**src/rtl/timer_counter_if.sv**
```systemverilog
// Bus bundle between a timer_counter and whatever drives it (master side
// produces the controls and divided clocks, slave side is the timer itself).
interface timer_counter_if;
  logic [3:0] i_clk_div;
  logic [1:0] i_cks;
  logic       i_en;
  logic       i_up_dn;
  logic       i_load;
  logic [7:0] i_tdr;
  logic       i_ovf_clr;
  logic       i_udf_clr;
  logic [7:0] o_tcnt;
  logic       o_ovf_flag;
  logic       o_udf_flag;
  logic       o_tick;

  modport master (
    output i_clk_div, i_cks, i_en, i_up_dn, i_load, i_tdr, i_ovf_clr, i_udf_clr,
    input  o_tcnt, o_ovf_flag, o_udf_flag, o_tick
  );

  modport slave (
    input  i_clk_div, i_cks, i_en, i_up_dn, i_load, i_tdr, i_ovf_clr, i_udf_clr,
    output o_tcnt, o_ovf_flag, o_udf_flag, o_tick
  );
endinterface

```
**src/rtl/timer_counter.sv**
```systemverilog
// 8-bit up/down timer advanced by a rising edge of a selected divided clock,
// with a load path and sticky overflow/underflow flags.
module timer_counter (
  input  logic           i_clk,
  input  logic           i_rst,
  timer_counter_if.slave bus
);

  logic       w_sel;
  logic       w_tick;
  logic       w_step;
  logic       w_wrap_up;
  logic       w_wrap_dn;
  logic       r_sel_q;
  logic [1:0] r_cks_q;
  logic [7:0] r_tcnt;
  logic       r_ovf_flag;
  logic       r_udf_flag;

  // Tick is suppressed whenever the select just changed, so a switch between
  // divided clocks at different levels cannot fake a rising edge.
  always_comb begin
    w_sel     = bus.i_clk_div[bus.i_cks];
    w_tick    = w_sel & ~r_sel_q & (bus.i_cks == r_cks_q) & ~i_rst;
    w_step    = w_tick & bus.i_en & ~bus.i_load;
    w_wrap_up = w_step & bus.i_up_dn & (r_tcnt == 8'hFF);
    w_wrap_dn = w_step & ~bus.i_up_dn & (r_tcnt == 8'h00);
  end

  always_ff @(posedge i_clk) begin
    if (i_rst) begin
      r_sel_q    <= 1'b0;
      r_cks_q    <= 2'd0;
      r_tcnt     <= 8'h00;
      r_ovf_flag <= 1'b0;
      r_udf_flag <= 1'b0;
    end else begin
      r_sel_q    <= w_sel;
      r_cks_q    <= bus.i_cks;
      // A set in the same cycle as a clear keeps the flag high.
      r_ovf_flag <= w_wrap_up | (r_ovf_flag & ~bus.i_ovf_clr);
      r_udf_flag <= w_wrap_dn | (r_udf_flag & ~bus.i_udf_clr);
      if (bus.i_load) begin
        r_tcnt <= bus.i_tdr;
      end else if (w_step) begin
        if (bus.i_up_dn) begin
          r_tcnt <= r_tcnt + 8'd1;
        end else begin
          r_tcnt <= r_tcnt - 8'd1;
        end
      end else begin
        r_tcnt <= r_tcnt;
      end
    end
  end

  assign bus.o_tcnt     = r_tcnt;
  assign bus.o_ovf_flag = r_ovf_flag;
  assign bus.o_udf_flag = r_udf_flag;
  assign bus.o_tick     = w_tick;

endmodule

```
**src/flat_wrapper.sv**
```systemverilog
// flat-port wrapper written by rule: the top's interface ports become plain ports
module timer_counter_flat 
  (i_clk, i_rst, bus_i_clk_div, bus_i_cks, bus_i_en, bus_i_up_dn, bus_i_load, bus_i_tdr, bus_i_ovf_clr, bus_i_udf_clr, bus_o_tcnt, bus_o_ovf_flag, bus_o_udf_flag, bus_o_tick);
  timer_counter_if bus_i ();
  input  logic i_clk;
  input  logic i_rst;
  input wire logic [$bits(bus_i.i_clk_div)-1:0] bus_i_clk_div;
  input wire logic [$bits(bus_i.i_cks)-1:0] bus_i_cks;
  input wire logic [$bits(bus_i.i_en)-1:0] bus_i_en;
  input wire logic [$bits(bus_i.i_up_dn)-1:0] bus_i_up_dn;
  input wire logic [$bits(bus_i.i_load)-1:0] bus_i_load;
  input wire logic [$bits(bus_i.i_tdr)-1:0] bus_i_tdr;
  input wire logic [$bits(bus_i.i_ovf_clr)-1:0] bus_i_ovf_clr;
  input wire logic [$bits(bus_i.i_udf_clr)-1:0] bus_i_udf_clr;
  output wire logic [$bits(bus_i.o_tcnt)-1:0] bus_o_tcnt;
  output wire logic [$bits(bus_i.o_ovf_flag)-1:0] bus_o_ovf_flag;
  output wire logic [$bits(bus_i.o_udf_flag)-1:0] bus_o_udf_flag;
  output wire logic [$bits(bus_i.o_tick)-1:0] bus_o_tick;
  assign bus_i.i_clk_div = bus_i_clk_div;
  assign bus_i.i_cks = bus_i_cks;
  assign bus_i.i_en = bus_i_en;
  assign bus_i.i_up_dn = bus_i_up_dn;
  assign bus_i.i_load = bus_i_load;
  assign bus_i.i_tdr = bus_i_tdr;
  assign bus_i.i_ovf_clr = bus_i_ovf_clr;
  assign bus_i.i_udf_clr = bus_i_udf_clr;
  assign bus_o_tcnt = bus_i.o_tcnt;
  assign bus_o_ovf_flag = bus_i.o_ovf_flag;
  assign bus_o_udf_flag = bus_i.o_udf_flag;
  assign bus_o_tick = bus_i.o_tick;
  timer_counter u_core (.i_clk(i_clk), .i_rst(i_rst), .bus(bus_i));
endmodule
```
**config.mk**
```make
export PLATFORM = sky130hd
export DESIGN_NAME = timer_counter_flat
export DESIGN_NICKNAME = d
export VERILOG_FILES = /design/src/rtl/timer_counter_if.sv /design/src/rtl/timer_counter.sv /design/src/flat_wrapper.sv
export SDC_FILE = /design/constraint.sdc
export NUM_CORES = 1
export LEC_CHECK = 0
export ABC_CLOCK_PERIOD_IN_PS = 4900
export BUFFER_PORTS_ARGS = -buffer_cell sky130_fd_sc_hd__buf_2
export CAP_MARGIN = 30
export CORE_MARGIN = 2
export CORE_UTILIZATION = 40
export DETAILED_ROUTE_END_ITERATION = 12
export GPL_TIMING_DRIVEN = 1
export PLACE_DENSITY = 0.66
export SLEW_MARGIN = 10
export SYNTH_ARGS = -nofsm -noshare
export SYNTH_HDL_FRONTEND = slang
export SYNTH_SLANG_ARGS = --single-unit
```
**constraint.sdc**
```tcl
create_clock -name i_clk -period 4.9 [get_ports i_clk]
set_input_delay 0.245 -clock i_clk [delete_from_list [all_inputs] [get_ports i_clk]]
set_output_delay 0.245 -clock i_clk [all_outputs]
set_load 0.01 [all_outputs]
```
==> run metrics, run 1 <==
WP data required 5090 ps; clock share of power 0.254; Worst-path clk slew 90 ps; Hold Crit Class input pin to flop; setup total negative slack 0 ps; drt pass-1 iters 4; largest area contributor in the netlist dfxtp_1; leading post-synthesis cells by cell area dfxtp_1 27%, ha_1 7.9%, xnor2_1 6.5%; drt total wl 2280 um; RSZ-0062 raised after global routing false; Pint 180 uW; Ant. Diodes 0; top cell type's share of synthesized area 0.274; R2R Setup Slk 2970 ps; CTS Buf Count 3; Clock Tree Buf Depth 2; Mapped Avg Cell Area 8.71 sq um; reg2reg start u_core.bus.o_tcnt[0]; Skew-Pair Late Insertion Delay 270 ps; Synth async-reset ratio 0; Critical Path AT 2110 ps; maximum fanout along the worst path 7; site row count 17; nets 169; Detail Placement HPWL 1820 um; Clock Sink Count 13; end point of the critical path u_core.bus.o_tcnt[6]; setup ws final 2970 ps; max-slew violations 0; NetSw 86.7 uW; Final period util 0.393; Post-Syn Area 950 sq um; worst-path cell with the longest stage delay fa_1; total setup buffers inserted after CTS 0; Setup WS pre-CTS 2920 ps; via count 920; Post-DP Area 1110 sq um; Worst VDD drop 0.140 mV; initial antenna violation count 0; clk_skew 6.75 ps; Final Cell Area 1140 sq um; Critical Path Start u_core.bus.o_tcnt[0]; Worst Tran Pin Value 439 ps; # fillers 249; slowest stage delay, CP 510 ps; Slew Limit Headroom 0.707; Comb power frac 0.294; count of final setup violators 0; global-route wire length before repair 3980 um; FMAX 519 MHz; cell with the most instances after synthesis dfxtp_1; Top FF cell, synth dfxtp_1; Total GRT Usage 0.190; critical path class flop to flop; LEAKAGE 0.000504 uW; DR DRC count 0; pin count of the biggest net entering global routing 17; IO Port Bufs 31; depth of the CTS H-tree 1; routed vias/inst 5.48; Core ar. 2230 sq um; Die Y 52.7 um; Hold Vio Cnt, Final 0; Switching Fraction 0.325; most frequent cells after synthesis 13 x dfxtp_1, 10 x nand2_1, 8 x nor2_1; max-cap violations 0; Mapped Nets 137; post-route minimum period 1930 ps; Flop pwr share 0.452; Seq/Total Area, Yosys 0.274; Final GP Congestion 0.888; Layout area overhead 20.2%; cells after synthesis 109; Reg-to-Reg End u_core.bus.o_tcnt[6]; synth unique cells 36; share of post-route cells with drive strength above 1 0.314; post_cts resized 0; antenna-violating nets left 0; Synth Register Bits 13; CTS tree yes; wire per inst 13.6 um; cts hold-fix bufs 0; Worst Setup End Kind flop; initial core utilization 0.425; initial drt markers 10; cells on worst reg2reg path 6; # IOs 32; number of global-route vias before repair 878; DIE WIDTH 52.7 um; CP cell instances fa_1 > a211oi_1 > o211ai_1 > o41ai_1 > o21ai_2 > a221oi_2; Ys Warns 0; Clock Root Buffer clkbuf_4; CP startpoint kind flop; die area 2780 sq um; Congestion Overflow GR 0; status finished clean; power density over cell area 234 nW/um^2; number of synthesized flops with an enable pin 0
how the worst min path moves through the flow:
| stage | end | slack [ps] | from | cells after the start |
|---|---|---|---|---|
| 3_3_place_gp | u_core.bus.o_ovf_flag | 450 | u_core.bus.o_ovf_flag | 2 |
| 5_1_grt | u_core.r_cks_q[1] | 230 | bus_i_cks[1] | 2 |
| 3_5_place_dp | u_core.bus.o_udf_flag | 460 | u_core.bus.o_udf_flag | 2 |
| 4_1_cts | u_core.r_cks_q[1] | 230 | bus_i_cks[1] | 2 |
| 6_report | u_core.r_cks_q[1] | 220 | bus_i_cks[1] | 2 |
| 2_1_floorplan | u_core.r_cks_q[0] | 320 | i_rst | 1 |
power by group through the flow:
stage / Combinational, uW / Sequential (uW) / Clock (uW)
after floorplan: 54.7 / 123 / 0
after detailed placement: 78.7 / 123 / 0
after global placement: 77.5 / 123 / 0
after CTS: 79.0 / 120 / 68.1
after global routing: 88.9 / 122 / 74.6
final: 78.3 / 121 / 67.6
stage by stage:
stage                     utilization  total power [uW]  hold WS, ps  std cells
final                           0.511               267          221        168
after global routing            0.511               285          227        168
after CTS                       0.511               268          226        168
after detailed placement        0.499               202          461        164
after global placement          0.499               200          452        164
after floorplan                     -               177          317        109
cells by family (layout without fill, tap and decap cells):
| group | count (synthesis) | in the layout | share of synthesized area |
|---|---|---|---|
| AND/OR/NAND/NOR | 43 | 43 | 0.252 |
| adder cells (fa/ha/maj) | 7 | 7 | 0.100 |
| multiplexers | 1 | 1 | 0.0237 |
| XOR/XNOR | 9 | 9 | 0.0830 |
| AO/OA/AOI/OAI | 28 | 28 | 0.224 |
| flip-flops | 13 | 13 | 0.274 |
| buffers and inverters | 8 | 39 | 0.0435 |
layer usage:
layer	GRT usage	wire, um
met1	0.249	1080
met3	0.0371	109
met5	0	0
met4	0.0299	0
met2	0.325	1100
cells in the final DEF, fill, tap and decap left out, types with 2 or more instances in the layout:
master,instances
buf_2,31
dfxtp_1,13
nand2_1,10
nor2_1,8
xnor2_1,7
a21oi_1,6
ha_1,6
inv_1,4
nand3_1,4
o21ai_0,4
nand2b_1,4
nand3b_1,3
a211oi_1,3
o211ai_1,3
clkbuf_4,3
and4b_1,2
a21o_1,2
nand2_2,2
a311oi_2,2
xor2_1,2
o221ai_1,2
nand4_1,2
nor2b_1,2
nor4_1,2
critical path: cells and delay by family (launching register included):
kind | cells | cell delay [ps]
AOI/OAI and AO/OA | 5 | 900
adders and majority gates | 1 | 510
DFF | 1 | 420
flip-flops by register name, indices dropped and copies added (netlist names):
name and flops:
u_core.bus.o_tcnt 8, u_core.r_cks_q 2, u_core.bus.o_ovf_flag 1, u_core.bus.o_udf_flag 1, u_core.r_sel_q 1
area by class of cell:
type / count / area, sq um / share of cell area
clock inverter: 1 / 5.00 / 0.00439
tap: 28 / 35.0 / 0.0307
multi-input combinational: 88 / 648 / 0.568
sequential: 13 / 260 / 0.228
timing repair buffer: 31 / 155 / 0.136
clock buffer: 3 / 22.5 / 0.0197
inverter: 4 / 15.0 / 0.0132
Power figures use the tool's default switching activity.
==> inputs of run 2 (changes only) <==
--- a/config.mk
+++ b/config.mk
@@ -5,7 +5,7 @@
 export SDC_FILE = /design/constraint.sdc
 export NUM_CORES = 1
 export LEC_CHECK = 0
-export ABC_CLOCK_PERIOD_IN_PS = 4900
+export ABC_CLOCK_PERIOD_IN_PS = 1900
 export BUFFER_PORTS_ARGS = -buffer_cell sky130_fd_sc_hd__buf_2
 export CAP_MARGIN = 30
 export CORE_MARGIN = 2
==> constraint.sdc (replaced) <==
create_clock -name i_clk -period 1.9 [get_ports i_clk]
set_input_delay 0.095 -clock i_clk [delete_from_list [all_inputs] [get_ports i_clk]]
set_output_delay 0.095 -clock i_clk [all_outputs]
set_load 0.01 [all_outputs]
==> run metrics, run 2 (synthesis results as in run 1) <==
Slew Limit Headroom 0.709 (+0.00177); CP startpoint kind flop; Congestion Overflow GR 0 (unchanged); Setup WS pre-CTS 38.1 ps (-2890 ps); FMAX 575 MHz (+11%); count of final setup violators 0 (unchanged); Detail Placement HPWL 1860 um (+2.3%); Worst Setup End Kind flop; Critical Path AT 1900 ps (-210 ps); Worst Tran Pin Value 436 ps (-2.65 ps); status finished clean; initial antenna violation count 0 (unchanged); max reg flops 8 (unchanged); # IOs 32 (unchanged); CTS tree yes; site row count 17 (unchanged); commonest non-fill, non-tap cell in the layout buf_2; WP data required 2060 ps (-3030 ps); Clock Tree Buf Depth 2 (unchanged); antenna-violating nets left 0 (unchanged); global-route wire length before repair 4110 um (+3.1%); Clock Sink Count 13 (unchanged); Critical Path Start u_core.bus.o_tcnt[1]; Die Y 52.7 um (unchanged); Final period util 0.915 (+0.522); maximum fanout along the worst path 6 (-1); Hold Crit Class input pin to flop; drt pass-1 iters 4 (unchanged); Hold Crit Start bus_i_tdr[7]; Total GRT Usage 0.200 (+0.00985); setup total negative slack 0 ps (unchanged); CTS Buf Count 3 (unchanged); reg2reg start u_core.bus.o_tcnt[1]; cts hold-fix bufs 0 (unchanged); Worst VDD drop 0.435 mV (+210%); die area 2780 sq um (unchanged); Layout area overhead 24.4%; nets 173 (+2.4%); Worst-path clk slew 90 ps (about the same); routed vias/inst 5.67 (+3.5%); initial drt markers 15 (+5); Ant. Diodes 0 (unchanged); number of global-route vias before repair 941 (+7.2%); # fillers 217 (-13%); initial core utilization 0.425 (unchanged); drt total wl 2460 um (+7.6%); wire per inst 14.3 um (+5.1%); DIE WIDTH 52.7 um (unchanged); max-cap violations 0 (unchanged); LEAKAGE 0.000525 uW (+4.0%); Finished Layout Cells 172 (+2.4%); critical path class flop to flop; depth of the CTS H-tree 1 (unchanged); Core ar. 2230 sq um (unchanged); Skew-Pair Late Insertion Delay 280 ps (about the same); share of post-route cells with drive strength above 1 0.347 (+0.0329); via count 975 (+6.0%); most frequent cells in the layout 31 x buf_2, 12 x dfxtp_1, 10 x nand2_1, 8 x nor2_1, 7 x xnor2_1; setup ws final 162 ps (-2810 ps); pin count of the biggest net entering global routing 17 (unchanged); DR DRC count 0 (unchanged); Inst Count DP 168 (+2.4%); clk_skew 5.61 ps (-1.13 ps); Final GP Congestion 0.892 (+0.46%); IO Port Bufs 31 (unchanged); power density over cell area 599 nW/um^2 (+160%); post-route minimum period 1740 ps (-188 ps); Hold Vio Cnt, Final 0 (unchanged); max-slew violations 0 (unchanged); Clock Root Buffer clkbuf_4
[run 2: final cells by class]
type                       instances  area [sq um]  area share
multi-input combinational         88           658       0.557
sequential                        13           262       0.221
timing repair buffer              35           185       0.157
tap                               28          35.0      0.0297
clock buffer                       4          26.3      0.0222
inverter                           4          15.0      0.0127
[run 2: worst paths after layout]
check / endpoint / slack, ps / depth (start not counted)
worst max-delay path: u_core.bus.o_tcnt[7] / 160 / 6
worst min-delay path: u_core.bus.o_tcnt[7] / 60 / 3
worst max register to register: u_core.bus.o_tcnt[7] / 160 / 6
worst min register to register: u_core.bus.o_ovf_flag / 470 / 2
[run 2: power by group]
group	switching, uW	internal, uW	leakage [uW]
sequential	15.4	289	0.000108
clock	94.5	81.4	0.0000150
combinational	120	108	0.000402
total	230	478	0.000525
[run 2: metal layers]
metal	up-vias	GRT usage	part of all wire
li1	475	-	-
met1	459	0.253	0.46
met2	30	0.300	0.46
met3	11	0.0371	0.040
met4	0	0.141	0.036
met5	-	0	0
[run 2: worst max-delay path, cell delays in order (launching register included)]
cell	delay, ps
dfxtp_2	360
ha_1	330
a211oi_2	240
o21ai_1	130
o31ai_1	280
xnor2_1	160
o221ai_1	120
[run 2: per-stage QoR]
step                      cell area (sq um)  power (uW)  hold WS, ps  utilization
after floorplan                         950         457          167            -
after global placement                 1140         524          351        0.512
after detailed placement               1140         528          344        0.512
after CTS                              1170         702         54.9        0.524
after global routing                   1180         753         71.4        0.529
final                                  1180         707         58.7        0.529
[run 2: repair_timing]
item                       4_1_cts  5_1_grt
setup endpoints to repair        0        3
gates resized for setup          0        4
buffers inserted                 0        0
==> inputs of run 3 (changes only) <==
--- a/config.mk
+++ b/config.mk
@@ -13,6 +13,7 @@
 export DETAILED_ROUTE_END_ITERATION = 12
 export GPL_TIMING_DRIVEN = 1
 export PLACE_DENSITY = 0.66
+export REMOVE_ABC_BUFFERS = 1
 export SLEW_MARGIN = 10
 export SYNTH_ARGS = -nofsm -noshare
 export SYNTH_HDL_FRONTEND = slang
==> run metrics, run 3 (synthesis results as in run 1) <==
status finished clean; Ant. Diodes 0 (unchanged); Die Y 52.7 um (unchanged); antenna-violating nets left 0 (unchanged); pin count of the biggest net entering global routing 17 (unchanged); Core ar. 2230 sq um (unchanged); DIE WIDTH 52.7 um (unchanged); Hold Crit Start bus_i_tdr[6]; via count 952 (-2.4%); count of final setup violators 0 (unchanged); Layout area overhead 21.7%; CTS Buf Count 3 (unchanged); clock share of power 0.257 (+0.008); wire per inst 14.5 um (+1.2%); # IOs 32 (unchanged); Final Cell Area 1160 sq um (-2.1%); cells on worst reg2reg path 6 (unchanged); Total GRT Usage 0.198 (-0.00178); max reg flops 8 (unchanged); CP startpoint kind flop; nets 171 (-1.2%); post-route minimum period 1800 ps (+61.2 ps); LEAKAGE 0.000512 uW (-2.4%); Hold Vio Cnt, Final 0 (unchanged); R2R Setup Slk 100 ps (-60 ps); Switching Fraction 0.329 (+0.00436); Skew-Pair Late Insertion Delay 290 ps (about the same); drt pass-1 iters 4 (unchanged); commonest non-fill, non-tap cell in the layout buf_2; max-cap violations 0 (unchanged); most frequent cells in the layout 31 x buf_2, 12 x dfxtp_1, 10 x nand2_1, 8 x nor2_1, 7 x xnor2_1; reg2reg start u_core.bus.o_tcnt[0]; Clock Tree Buf Depth 2 (unchanged); global-route wire length before repair 3980 um (-3.0%); total setup buffers inserted after CTS 0 (unchanged); # fillers 234 (+7.8%); Hold Crit Class input pin to flop; CTS tree yes; Congestion Overflow GR 0 (unchanged); clk_skew 4.42 ps (-1.19 ps); initial core utilization 0.425 (unchanged); Clock Root Buffer clkbuf_4; Flop pwr share 0.435 (+0.005); post_cts resized 0 (unchanged); Comb power frac 0.308 (-0.014); maximum fanout along the worst path 3 (-3); hold endpoint u_core.bus.o_tcnt[6]; NetSw 232 uW (+0.90%); power density over cell area 609 nW/um^2 (+1.7%); routed vias/inst 5.60 (-1.2%); Final GP Congestion 0.876 (-1.8%); depth of the CTS H-tree 1 (unchanged); Clock Sink Count 13 (unchanged); Detail Placement HPWL 1880 um (+1.3%); cts hold-fix bufs 0 (unchanged); site row count 17 (unchanged); WP data required 2110 ps (+50 ps); Final period util 0.947 (+0.0322); Critical Path AT 2010 ps (+110 ps); Reg-to-Reg End u_core.bus.o_tcnt[6]; Setup WS pre-CTS 54.6 ps (+16.6 ps); number of global-route vias before repair 918 (-2.4%); max-slew violations 0 (unchanged); DR DRC count 0 (unchanged); Pint 473 uW (-1.1%); Worst Tran Pin Value 445 ps (+9.00 ps); initial antenna violation count 0 (unchanged); FMAX 556 MHz (-3.4%); setup ws final 101 ps (-61.2 ps); Post-DP Area 1130 sq um (-1.3%); Worst Setup End Kind flop; Worst VDD drop 0.285 mV (-34%); initial drt markers 8 (-7); share of post-route cells with drive strength above 1 0.324 (-0.0233); setup total negative slack 0 ps (unchanged); critical path class flop to flop; Slew Limit Headroom 0.703 (-0.00601); IO Port Bufs 31 (unchanged); hold path cells 3 (unchanged); RSZ-0062 raised after global routing false; die area 2780 sq um (unchanged); drt total wl 2460 um (about the same); Worst-path clk slew 80 ps (about the same)
-- run 3: metrics by stage --
stage	util	total power (uW)	std cells	hold slack (ps)
2_1_floorplan	-	450	105	161
3_3_place_gp	0.505	520	166	353
3_5_place_dp	0.505	526	166	360
4_1_cts	0.517	707	170	56.5
5_1_grt	0.518	750	170	65.4
6_report	0.518	704	170	60.2
-- run 3: area by class of cell --
| cell class | instances | area [sq um] | share of cell area |
|---|---|---|---|
| Clock buffer | 4 | 26.3 | 0.0227 |
| Inverter | 4 | 15.0 | 0.0130 |
| Multi-Input combinational cell | 88 | 648 | 0.561 |
| Sequential cell | 13 | 262 | 0.226 |
| Tap cell | 28 | 35.0 | 0.0303 |
| Timing Repair Buffer | 33 | 170 | 0.147 |
-- run 3: worst max path at each step --
| stage | start | end | slack, ps | depth (start not counted) |
|---|---|---|---|---|
| final | u_core.bus.o_tcnt[0] | u_core.bus.o_tcnt[6] | 100 | 6 |
| after global placement | u_core.bus.o_tcnt[1] | u_core.bus.o_tcnt[6] | 150 | 6 |
| after global routing | u_core.bus.o_tcnt[1] | u_core.bus.o_tcnt[7] | 0.02 | 6 |
| after CTS | u_core.bus.o_tcnt[1] | u_core.bus.o_tcnt[7] | 10 | 6 |
| after detailed placement | u_core.bus.o_tcnt[1] | u_core.bus.o_tcnt[7] | 50 | 6 |
| after floorplan | u_core.bus.o_tcnt[0] | u_core.bus.o_tcnt[6] | 180 | 6 |
-- run 3: worst max-delay path, stage by stage, from the launching register on --
cell and delay (ps):
dfxtp_1 350, fa_1 480, a211oi_1 330, o211ai_1 150
o41ai_1 100, o21ai_2 110, a221oi_2 200
-- run 3: layer usage --
metal	vias to the layer above	wire length (um)	track usage
met5	-	0	0
met4	0	46	0.0769
met3	5	190	0.0429
met2	38	1080	0.342
met1	440	1150	0.236
li1	469	-	-
-- run 3: power groups by stage --
stage | sequential, uW | clock (uW) | combinational, uW
after floorplan | 316 | 0 | 134
after global placement | 312 | 0 | 208
after detailed placement | 312 | 0 | 214
after CTS | 306 | 185 | 216
after global routing | 309 | 202 | 238
final | 307 | 181 | 217
